## src/rtl/alu_mul_sequencer.sv

```systemverilog
// Shift-add 8x8 unsigned multiplier that drives the datapath ALU to do its additions.
// ALU_MUL_SKIP_ZERO_EN: when defined, bits whose multiplier bit is 0 skip the CLRC/ADD steps.
module alu_mul_sequencer (
  input  logic        clk,
  input  logic        rst_n,
  input  logic        start,
  input  logic [7:0]  op_a,
  input  logic [7:0]  op_b,
  output logic        busy,
  output logic        done,
  output logic [15:0] product,
  output logic [7:0]  alu_a,
  output logic [7:0]  alu_b,
  output logic [3:0]  alu_funsel,
  input  logic [7:0]  alu_out,
  input  logic [3:0]  alu_flags
);

  // state   | meaning
  // IDLE    | waiting for start, ALU driven with zeros
  // CLRC    | LSL of 0x00 so the ALU carry is clear before the ADD
  // ADD     | ALU adds PH and (PL[0] ? M : 0)
  // SHIFT   | shift {C, PH, PL} right by one, advance bit counter
  // DONE    | product valid, one-cycle done pulse
  localparam logic [2:0] S_IDLE  = 3'd0;
  localparam logic [2:0] S_CLRC  = 3'd1;
  localparam logic [2:0] S_ADD   = 3'd2;
  localparam logic [2:0] S_SHIFT = 3'd3;
  localparam logic [2:0] S_DONE  = 3'd4;

  localparam logic [3:0] FUN_NOP = 4'b0000;
  localparam logic [3:0] FUN_ADD = 4'b0100;
  localparam logic [3:0] FUN_LSL = 4'b1011;

  logic [2:0]  state_q, state_nx;
  logic [7:0]  m_q, m_nx;
  logic [7:0]  ph_q, ph_nx;
  logic [7:0]  pl_q, pl_nx;
  logic        c_q, c_nx;
  logic [2:0]  cnt_q, cnt_nx;
  logic [15:0] product_nx;
  logic        busy_nx, done_nx;
  logic [7:0]  alu_a_nx, alu_b_nx;
  logic [3:0]  alu_funsel_nx;

  always_comb begin
    state_nx   = state_q;
    m_nx       = m_q;
    ph_nx      = ph_q;
    pl_nx      = pl_q;
    c_nx       = c_q;
    cnt_nx     = cnt_q;
    product_nx = product;
    case (state_q)
      S_IDLE: begin
        if (start) begin
          m_nx   = op_a;
          ph_nx  = 8'h00;
          pl_nx  = op_b;
          c_nx   = 1'b0;
          cnt_nx = 3'd0;
`ifdef ALU_MUL_SKIP_ZERO_EN
          state_nx = op_b[0] ? S_CLRC : S_SHIFT;
`else
          state_nx = S_CLRC;
`endif
        end
      end
      S_CLRC: state_nx = S_ADD;
      S_ADD: begin
        ph_nx    = alu_out;
        c_nx     = alu_flags[2];
        state_nx = S_SHIFT;
      end
      S_SHIFT: begin
        ph_nx  = {c_q, ph_q[7:1]};
        pl_nx  = {ph_q[0], pl_q[7:1]};
        c_nx   = 1'b0;
        cnt_nx = cnt_q + 3'd1;
        if (cnt_q == 3'd7) begin
          state_nx   = S_DONE;
          product_nx = {c_q, ph_q[7:1], ph_q[0], pl_q[7:1]};
        end else begin
`ifdef ALU_MUL_SKIP_ZERO_EN
          state_nx = pl_q[1] ? S_CLRC : S_SHIFT;
`else
          state_nx = S_CLRC;
`endif
        end
      end
      S_DONE:  state_nx = S_IDLE;
      default: state_nx = S_IDLE;
    endcase
  end

  // ALU controls are decoded from the next state so they leave a register.
  always_comb begin
    alu_funsel_nx = FUN_NOP;
    alu_a_nx      = 8'h00;
    alu_b_nx      = 8'h00;
    case (state_nx)
      S_CLRC: alu_funsel_nx = FUN_LSL;
      S_ADD: begin
        alu_funsel_nx = FUN_ADD;
        alu_a_nx      = ph_nx;
        alu_b_nx      = pl_nx[0] ? m_nx : 8'h00;
      end
      default: alu_funsel_nx = FUN_NOP;
    endcase
    busy_nx = (state_nx == S_CLRC) || (state_nx == S_ADD) || (state_nx == S_SHIFT);
    done_nx = (state_nx == S_DONE);
  end

  always_ff @(posedge clk or negedge rst_n) begin
    if (!rst_n) begin
      state_q    <= S_IDLE;
      m_q        <= 8'h00;
      ph_q       <= 8'h00;
      pl_q       <= 8'h00;
      c_q        <= 1'b0;
      cnt_q      <= 3'd0;
      product    <= 16'h0000;
      busy       <= 1'b0;
      done       <= 1'b0;
      alu_a      <= 8'h00;
      alu_b      <= 8'h00;
      alu_funsel <= FUN_NOP;
    end else begin
      state_q    <= state_nx;
      m_q        <= m_nx;
      ph_q       <= ph_nx;
      pl_q       <= pl_nx;
      c_q        <= c_nx;
      cnt_q      <= cnt_nx;
      product    <= product_nx;
      busy       <= busy_nx;
      done       <= done_nx;
      alu_a      <= alu_a_nx;
      alu_b      <= alu_b_nx;
      alu_funsel <= alu_funsel_nx;
    end
  end

endmodule

```

## config.mk

```make
export PLATFORM = sky130hd
export DESIGN_NAME = alu_mul_sequencer
export DESIGN_NICKNAME = d
export VERILOG_FILES = /design/src/rtl/alu_mul_sequencer.sv
export SDC_FILE = /design/constraint.sdc
export NUM_CORES = 1
export LEC_CHECK = 0
export BUFFER_PORTS_ARGS = -buffer_cell sky130_fd_sc_hd__buf_2
export CAP_MARGIN = 5
export CORE_ASPECT_RATIO = 0.7
export CORE_UTILIZATION = 43
export CTS_CLUSTER_SIZE = 12
export DETAILED_ROUTE_END_ITERATION = 10
export PLACE_DENSITY = 0.76
export SLEW_MARGIN = 20
export SYNTH_ARGS = -nofsm -noshare
export SYNTH_HDL_FRONTEND = slang
export SYNTH_SLANG_ARGS = --single-unit
```

## constraint.sdc

```tcl
create_clock -name clk -period 1.58 [get_ports clk]
set_input_delay 0.237 -clock clk [delete_from_list [all_inputs] [get_ports clk]]
set_output_delay 0.237 -clock clk [all_outputs]
set_load 0.1 [all_outputs]
```

; Word-level counts from Yosys, hierarchy flattened
; Index checks and enable logic that the tools add are counted.
[classes]
add_sub_neg = 1
n_eq_ne = 9
n_mux = 17
n_reduce_logical = 8
[op_table]
columns = cell, n
row1 = $mux W8, 7
row2 = $pmux W8 S3, 1
row3 = $pmux W8 S2, 1
row4 = $eq A3 B2 Y1 const B, 4
row5 = $pmux W3 S4, 1
row6 = $mux W3, 3
row7 = $pmux W4 S2, 1
row8 = $eq A3 B1 Y1 const B, 2
row9 = $eq A3 B3 Y1 const B, 2
row10 = $pmux W3 S2, 1
row11 = $reduce_and A2 Y1, 3
row12 = $add A3 B1 Y3 const B, 1
row13 = $logic_not A3 Y1, 1
row14 = $pmux W1 S3, 1
row15 = $reduce_bool A3 Y1, 1
row16 = $logic_or A1 B1 Y1, 2
row17 = $ne A2 B2 Y1 const B, 1
row18 = $reduce_bool A2 Y1, 1
row19 = $mux W1, 1
[word_totals]
ff_bits = 69
input_bits = 31
out_inout_bits = 38
word_cells = 48

; Logic depth before layout (Yosys ltp)
; Gate-level depths: netlist (run 1).
[logic_depth]
ltp_word = 6
ltp_mapped = 5
ltp_nobuf = 5

; Least setup slack after synthesis (run 1)
; Ideal clock, no wire load.
[synth_timing]
path_kind = reg-to-reg
start = reg state_q[2]
end = reg alu_b[6]
setup_ns = 0.118
arrival_time_ns = 1.606
required_ns = 1.462
path_slack_ns = -0.145
path_stages_with_launch = 6
n_path_buf = 2
period_less_slack_ns = 1.725
path_cell_list = dfrtp_1 buf_6 nor4b_4 buf_6 mux2_4 and2b_1
[synth_via]
elab_chain_cells = 4
elab_cells_between_ends = 11
classes_between = eq/ne: 4 / mux: 6 / reduce/logical: 1
[synth_rtl]
columns = item, line_no
row1 = from (decl), 35  ; logic [2:0] state_q, state_nx;
row2 = from (signal assigned), 129  ; state_q <= state_nx;
row3 = $logic_not A3 Y1, 54  ; case (state_q)
row4 = $mux W8, 54
row5 = named net m_nx[6], 36  ; logic [7:0] m_q, m_nx;
row6 = $mux W8, 106  ; alu_b_nx = pl_nx[0] ? m_nx : 8'h00;
row7 = $mux W8, 101  ; case (state_nx)
row8 = named net alu_b_nx[6], 43  ; logic [7:0] alu_a_nx, alu_b_nx;
row9 = to (signal assigned), 139  ; alu_b <= alu_b_nx;
row10 = to (decl), 13  ; output logic [7:0] alu_b,
; The timed path passes the listed nets, and every way through them passes these cells.
; A chain may end at the register's enable or synchronous reset.

; Worst setup path after layout (run 1)
[layout_timing]
start = reg state_q[1]
end = reg pl_q[2]
[layout_via]
elab_chain_cells = 3
elab_cells_between_ends = 6
classes_between = eq/ne: 2 / mux: 1 / reduce/logical: 3
[layout_rtl]
columns = item, line_no
row1 = $eq A3 B2 Y1 / $logic_not A3 Y1 (equally long branches), 54
row2 = $reduce_bool A2 Y1 (no source line) / $ne A2 B2 Y1 (equally long branches), -
row3 = $reduce_and A2 Y1 (no source line), -
row4 = to (signal assigned), 132  ; pl_q <= pl_nx;
row5 = to (decl), 38  ; logic [7:0] pl_q, pl_nx;
; Parallel ways exist; a longest one is shown, timed or not.

==> impl_results.md, run 1 <==
- Run status: completed
- Initial core utilization: 0.454
- Area of the multi-input gates: roughly 900 um2
- Met2 Use GR: 0.257
- FF-to-FF Start: state_q[1]$_DFF_PN0_
- Final max-slew violation count: 0
- FFs w/ async S/R, synth: 1.00
- Clock latency reported for the late side of the worst-skew pair: between 0.3 and 0.4 ns
- Pin slew with the least headroom to its limit: around 0.50 ns
- Met3 global-route usage: 0.0800
- GR peak layer: met2
- Launch point of the worst hold path: op_a[0]
- Commonest cells after routing, fill and taps aside: 66 x dfrtp_1, 65 x buf_2, 24 x mux2_2
- Mean routed wirelength per cell: between 10 and 15 um
- GRT Total Usage: 0.177
- Total of endpoints with negative setup slack in the final report: 0
- Via total after detailed routing: between 1500 and 2000
- Maximum operating frequency: 0.656 GHz
- Worst Hold Endpoint: m_q[0]$_DFF_PN0_
- Post-synthesis instance area: ~0.0027 mm2
- Synth unique cells: 35
- Worst Reg2Reg Path Length in Cells: 5
- Initial antenna violation count: 0
- # port buffers: 65
- Count of final hold-check violations: 0
- Predominant post-synthesis flop cell: dfrtp_1
- Data arrival time of the critical path: about 1.8 ns
- Wire length after detailed routing: between 5 and 6 mm
- Area of the core region: 0.00584 mm2
- Number of ports placed on the die boundary: 69
- Commonest non-fill, non-tap cell in the layout: dfrtp_1
- Part of the cycle the worst path needs: 0.964
- Worst reg2reg endpoint: pl_q[2]$_DFFE_PN0P_
- Vert. Die Dim: a little under 70 um
- Worst Path Class, Setup: flip-flop to flip-flop
- Post-Syn Nets: 213
- Number of nets still failing antenna checks after routing: 0
- Max-slew headroom at the worst pin: 0.666
- HP Class: primary input to flip-flop
- Global-route wire length before repair: roughly 8.2 mm
- Storage element area: 0.00168 mm2
- Average size of a mapped cell: 14.8 um2
- Buffer cell driving the clock tree root: clkbuf_8
- DR DRC count: 0
- Setup Skew: between 0.006 and 0.007 ns
- Relative area change from synthesis to final layout: 25.6%
- Die Footprint: about 0.0065 mm2
- Critical Path End Type: flip-flop
- Pin count of the biggest net entering global routing: between 60 and 70
- NumNets Final: between 200 and 300
- Number of warnings reported in the yosys synthesis log: 0
- RSZ-0062 raised after global routing: yes
- Max-cap violations: 0
- Clock tree sinks: 67
- Number of enable flip-flop cells after synthesis: 0
- Detailed Routing Iterations Pass 1: 4
- Placer congestion estimate: 0.684
- TritonCTS clock tree: yes
- FF-to-FF setup slack: 0.06 ns
- DRT iter0 DRCs: between 50 and 60
- Crit-path max FO: 10
- Post-CTS setup-driven buffer insertion count: 0
- Via density per instance: 4.98
- CTS HTree Levels: 3
- Synthesized netlist cell count: 180
- Cell depth of the worst min-delay path: 2
- Smallest hold slack: around 0.14 ns
- Floorplan die width: between 90 and 100 um
- Startpoint class of the critical path: flip-flop
- FF+latch count, synth: 67
- FP Rows: 23
- GRT Residual Overflow: 0
- Detailed Place HPWL: roughly 3.5 mm
- Clock transition time at the flip-flop clock pins of the worst setup and hold paths: 0.07 ns
- Number of inserted filler cells in the final layout: just over 500
- Number of global-route vias before repair: between 1500 and 2000
- Time the final worst path needs with I/O delays and setup: about 1.5 ns
- Clock Path Buffers: 2
- Required arrival time at the worst endpoint: between 1.5 and 2 ns
- Share of layout cells above drive strength 1: 0.468
- Fraction of the yosys area taken by sequential cells: 0.631
- Met1 Track Usage GR: 0.228
- Number of CTS-inserted buffers: 9
- Antenna cell count: 0
==> metrics by stage <==
| stage | util | instance area, um2 | TNS [ns] | setup WS [ns] | instances |
|---|---|---|---|---|---|
| floorplan | - | 2660 | -0.273 | -0.130 | 180 |
| global placement | 0.536 | 3130 | 0 | 0.0402 | 325 |
| detailed placement | 0.536 | 3130 | 0 | 0.00893 | 325 |
| CTS | 0.565 | 3300 | 0 | 0.00733 | 342 |
| global route | 0.571 | 3340 | -0.0142 | -0.0142 | 342 |
| finish | 0.571 | 3340 | 0 | 0.0562 | 342 |
==> repair_timing <==
item / in CTS / in global routing
setup endpoints to repair: 0 / 35
hold endpoints to repair: 67 / 0
hold buffers: 1 / 0
gates resized for setup: 0 / 9
==> routing by layer <==
layer	wire (um)	up-vias
li1	-	801
met1	2360	836
met2	2230	60
met3	404	7
met4	56	0
met5	0	-
==> worst max-delay path by stage <==
stage | from | slack (ns) | cells past startpoint | endpoint
floorplan | state_q[2]$_DFF_PN0_ | -0.13 | 5 | alu_b[6]$_DFF_PN0_
global placement | cnt_q[0]$_DFFE_PN0P_ | 0.04 | 5 | product[13]$_DFFE_PN0N_
detailed placement | cnt_q[0]$_DFFE_PN0P_ | 0.009 | 5 | product[15]$_DFFE_PN0N_
CTS | cnt_q[0]$_DFFE_PN0P_ | 0.007 | 5 | product[15]$_DFFE_PN0N_
global route | state_q[0]$_DFF_PN0_ | -0.01 | 4 | alu_b[3]$_DFF_PN0_
finish | state_q[1]$_DFF_PN0_ | 0.06 | 5 | pl_q[2]$_DFFE_PN0P_
==> layout make-up <==
class,instances,area share
tap,75,0.0281
clock buffer,14,0.0428
multi-input combinational,101,0.278
clock inverter,2,0.00375
inverter,2,0.00225
timing repair buffer,81,0.143
sequential,67,0.503
==> flip-flops by register name, summed over array words and instances (netlist names) <==
name / flops
alu_funsel: 2
done: 1
alu_a: 8
c_q: 1
cnt_q: 3
busy: 1
alu_b: 8
m_q: 8
product: 16
ph_q: 8
pl_q: 8
state_q: 3
==> cells in the mapped netlist, types with 2 or more instances <==
cell | number | share of area
dfrtp_1 | 67 | 0.63
mux2_2 | 24 | 0.10
a21o_1 | 9 | 0.025
a22o_1 | 8 | 0.026
and2_1 | 8 | 0.019
mux2i_1 | 8 | 0.030
o2bb2ai_1 | 8 | 0.026
buf_2 | 5 | 0.0094
nor2b_1 | 5 | 0.012
and2b_1 | 4 | 0.011
nor2_1 | 3 | 0.0042
a21oi_1 | 2 | 0.0038
buf_4 | 2 | 0.0057
buf_6 | 2 | 0.0085
ha_1 | 2 | 0.0094
inv_1 | 2 | 0.0028
nand2_1 | 2 | 0.0028
nand2b_1 | 2 | 0.0047
==> worst max-delay path: stages (launching register included) <==
cell and delay, ns:
dfrtp_2 0.46, buf_4 0.18, and3b_1 0.23, buf_4 0.19, a22o_2 0.21, a21o_1 0.14
==> cell families after synthesis <==
logic type	Yosys count	share of synthesized area
xor+xnor	1	0.00330
fa+ha+maj	2	0.00942
compound gates	33	0.101
mux	33	0.138
simple gates	32	0.0895
flops	67	0.631
buf+inv	12	0.0278
Power of run 1 is not shown: default switching activity piles up to over one toggle a cycle in this logic, so the estimate is an artifact.
==> run 2: changes to the inputs <==
CORE_MARGIN = 4   (was default)
CORE_UTILIZATION = 47   (was 43)
PLACE_DENSITY = 0.81   (was 0.76)
clock period = 1.4 ns   (was 1.58 ns; I/O delays follow)
==> run 2 against run 1 <==
- the flow now finishes with violations (setup timing)
- flip-flop and latch count unchanged
- via count is 5.5% higher
- sequential share of layout area decreased by 4.3 points
- final cell count increased by 2.9%
- core utilization is 11 points higher
- die area rose by 6.7%
- largest cell class unchanged
- highest routed layer unchanged
==> impl_results.md, run 2 (synthesized netlist as in run 1, its figures left out) <==
- Run status: finished, violations left
- Failing checks: setup timing
- Smallest hold slack: 0.113 ns
- Relative area change from synthesis to final layout: 37.4%
- Post-layout utilization of the core: 0.683
- Number of inserted filler cells in the final layout: ~400
- Clock latency reported for the late side of the worst-skew pair: between 0.3 and 0.4 ns
- TritonCTS clock tree: yes
- Clock transition time at the flip-flop clock pins of the worst setup and hold paths: 0.07 ns
- DR DRC count: 0
- HP Class: primary input to flip-flop
- Part of the cycle the worst path needs: 1.09
- Worst Path Class, Setup: flip-flop to flip-flop
- Floorplan die width: about 98 um
- Largest register by flop count: product
- Antenna cell count: 0
- Cell total after placement: roughly 330
- Detailed Routing Iterations Pass 1: 4
- Worst-path cell with the longest stage delay: dfrtp_1
- Launch point of the worst hold path: op_a[6]
- Number of ports placed on the die boundary: a little under 70
- Initial core utilization: 0.497
- Number of CTS-inserted buffers: 9
- Initial antenna violation count: 0
- Setup Skew: between 0.004 and 0.005 ns
- FF-to-FF setup slack: -0.13 ns
- Share of layout cells above drive strength 1: 0.525
- Die Footprint: between 0.006 and 0.007 mm2
- Number of global-route vias before repair: 1848
- DR WL met3: between 400 and 500 um
- RSZ-0062 raised after global routing: yes
- DRT iter0 DRCs: between 50 and 60
- GRT Total Usage: 0.175
- Via density per instance: 5.11
- Max-slew headroom at the worst pin: 0.672
- Worst reg2reg endpoint: alu_b[3]$_DFF_PN0_
- CP max stage delay: ~0.42 ns
- Placer congestion estimate: between 0.7 and 0.8
- Buffers plus inverters on the worst setup path: 1
- Top metal layer carrying routed signals: met4
- Largest delay contributor family on the critical path: simple AND/OR/NAND/NOR gates
- Detailed Place HPWL: roughly 3.6 mm
- Wire length after detailed routing: around 5.6 mm
- Data arrival time of the critical path: between 1.5 and 2 ns
- Crit-path max FO: 9
- Required arrival time at the worst endpoint: 1.63 ns
- Number of nets still failing antenna checks after routing: 0
- Vert. Die Dim: between 70 and 80 um
- Final max-slew violation count: 0
- Final worst slack: -0.131 ns
- Met1 Routed Length: between 2 and 3 mm
- Area of the core region: 0.00534 mm2
- CTS HTree Levels: 3
- Max-cap violations: 0
- # port buffers: 65
- Commonest cells after routing, fill and taps aside: 66 x dfrtp_1, 63 x buf_2, 17 x mux2_4
- Pin slew with the least headroom to its limit: between 0.4 and 0.5 ns
- Clock Path Buffers: 2
- Routed met2 length: around 2.6 mm
- Final cell count without fillers: 352
- GRT Residual Overflow: 0
- Number of flip-flops under the largest register name: 16
- Total of endpoints with negative setup slack in the final report: 35
- Worst Hold Endpoint: m_q[6]$_DFF_PN0_
- NumNets Final: between 300 and 400
- Via total after detailed routing: 1797
- Storage element area: approximately 0.0017 mm2
- Cell depth of the worst min-delay path: 2
- Global-route wire length before repair: around 9.4 mm
- Worst Reg2Reg Path Length in Cells: 4
- CP Cell Sequence: nor4b_4 -> buf_6 -> mux2_2 -> and2b_1
- Startpoint class of the critical path: flip-flop
- FP Rows: 22
- Clock tree sinks: between 60 and 70
- Critical Path End Type: flip-flop
- Pin count of the biggest net entering global routing: 68
- Mean routed wirelength per cell: ~16 um
- Area of the multi-input gates: 0.00102 mm2
- Commonest non-fill, non-tap cell in the layout: dfrtp_1
- Count of final hold-check violations: 0
- Time the final worst path needs with I/O delays and setup: 1.53 ns
- Buffer cell driving the clock tree root: clkbuf_8
- FF-to-FF Start: state_q[0]$_DFF_PN0_
- Maximum operating frequency: 0.653 GHz
run 2: cell type report:
| class | count | area share |
|---|---|---|
| inverter | 2 | 0.00206 |
| sequential | 67 | 0.460 |
| clock buffer | 11 | 0.0415 |
| timing repair buffer | 93 | 0.171 |
| clock inverter | 5 | 0.0206 |
| tap | 72 | 0.0247 |
| multi-input combinational | 102 | 0.280 |
run 2: per-layer routing:
layer	track usage	up-vias
li1	-	829
met1	0.232	897
met2	0.257	63
met3	0.0867	8
met4	0.0492	0
met5	0	-
run 2: timing repair:
item / 4_1_cts / 5_1_grt
buffers inserted: 6 / 2
setup endpoints to repair: 37 / 57
gates cloned: 1 / 1
resized for setup: 30 / 9
pin swaps: 3 / 2
hold endpoints to repair: 67 / 0
hold buffers: 1 / 0
run 2: metrics by stage:
| step | setup WS, ns | TNS (ns) | area [um2] |
|---|---|---|---|
| after floorplan | -0.310 | -4.83 | 2660 |
| after global placement | -0.115 | -2.84 | 3190 |
| after detailed placement | -0.146 | -3.64 | 3190 |
| after CTS | -0.128 | -2.97 | 3610 |
| after global routing | -0.182 | -4.58 | 3650 |
| final | -0.131 | -2.33 | 3650 |
run 2: how the worst max path moves through the flow:
stage | from | to | slack [ns] | cells past startpoint
final | state_q[0]$_DFF_PN0_ | alu_b[3]$_DFF_PN0_ | -0.13 | 4
after global routing | state_q[0]$_DFF_PN0_ | product[0]$_DFFE_PN0N_ | -0.18 | 5
after floorplan | state_q[2]$_DFF_PN0_ | alu_b[6]$_DFF_PN0_ | -0.31 | 5
after CTS | state_q[0]$_DFF_PN0_ | alu_b[7]$_DFF_PN0_ | -0.13 | 4
after detailed placement | cnt_q[0]$_DFFE_PN0P_ | product[5]$_DFFE_PN0N_ | -0.15 | 5
after global placement | cnt_q[0]$_DFFE_PN0P_ | product[8]$_DFFE_PN0N_ | -0.12 | 5
run 2: worst reg2reg max path, cell delays in order (launching register included):
cell and delay [ns]:
dfrtp_1 0.42, nor4b_4 0.30, buf_6 0.19, mux2_2 0.36, and2b_1 0.15
Power of run 2 is left out for the same reason.
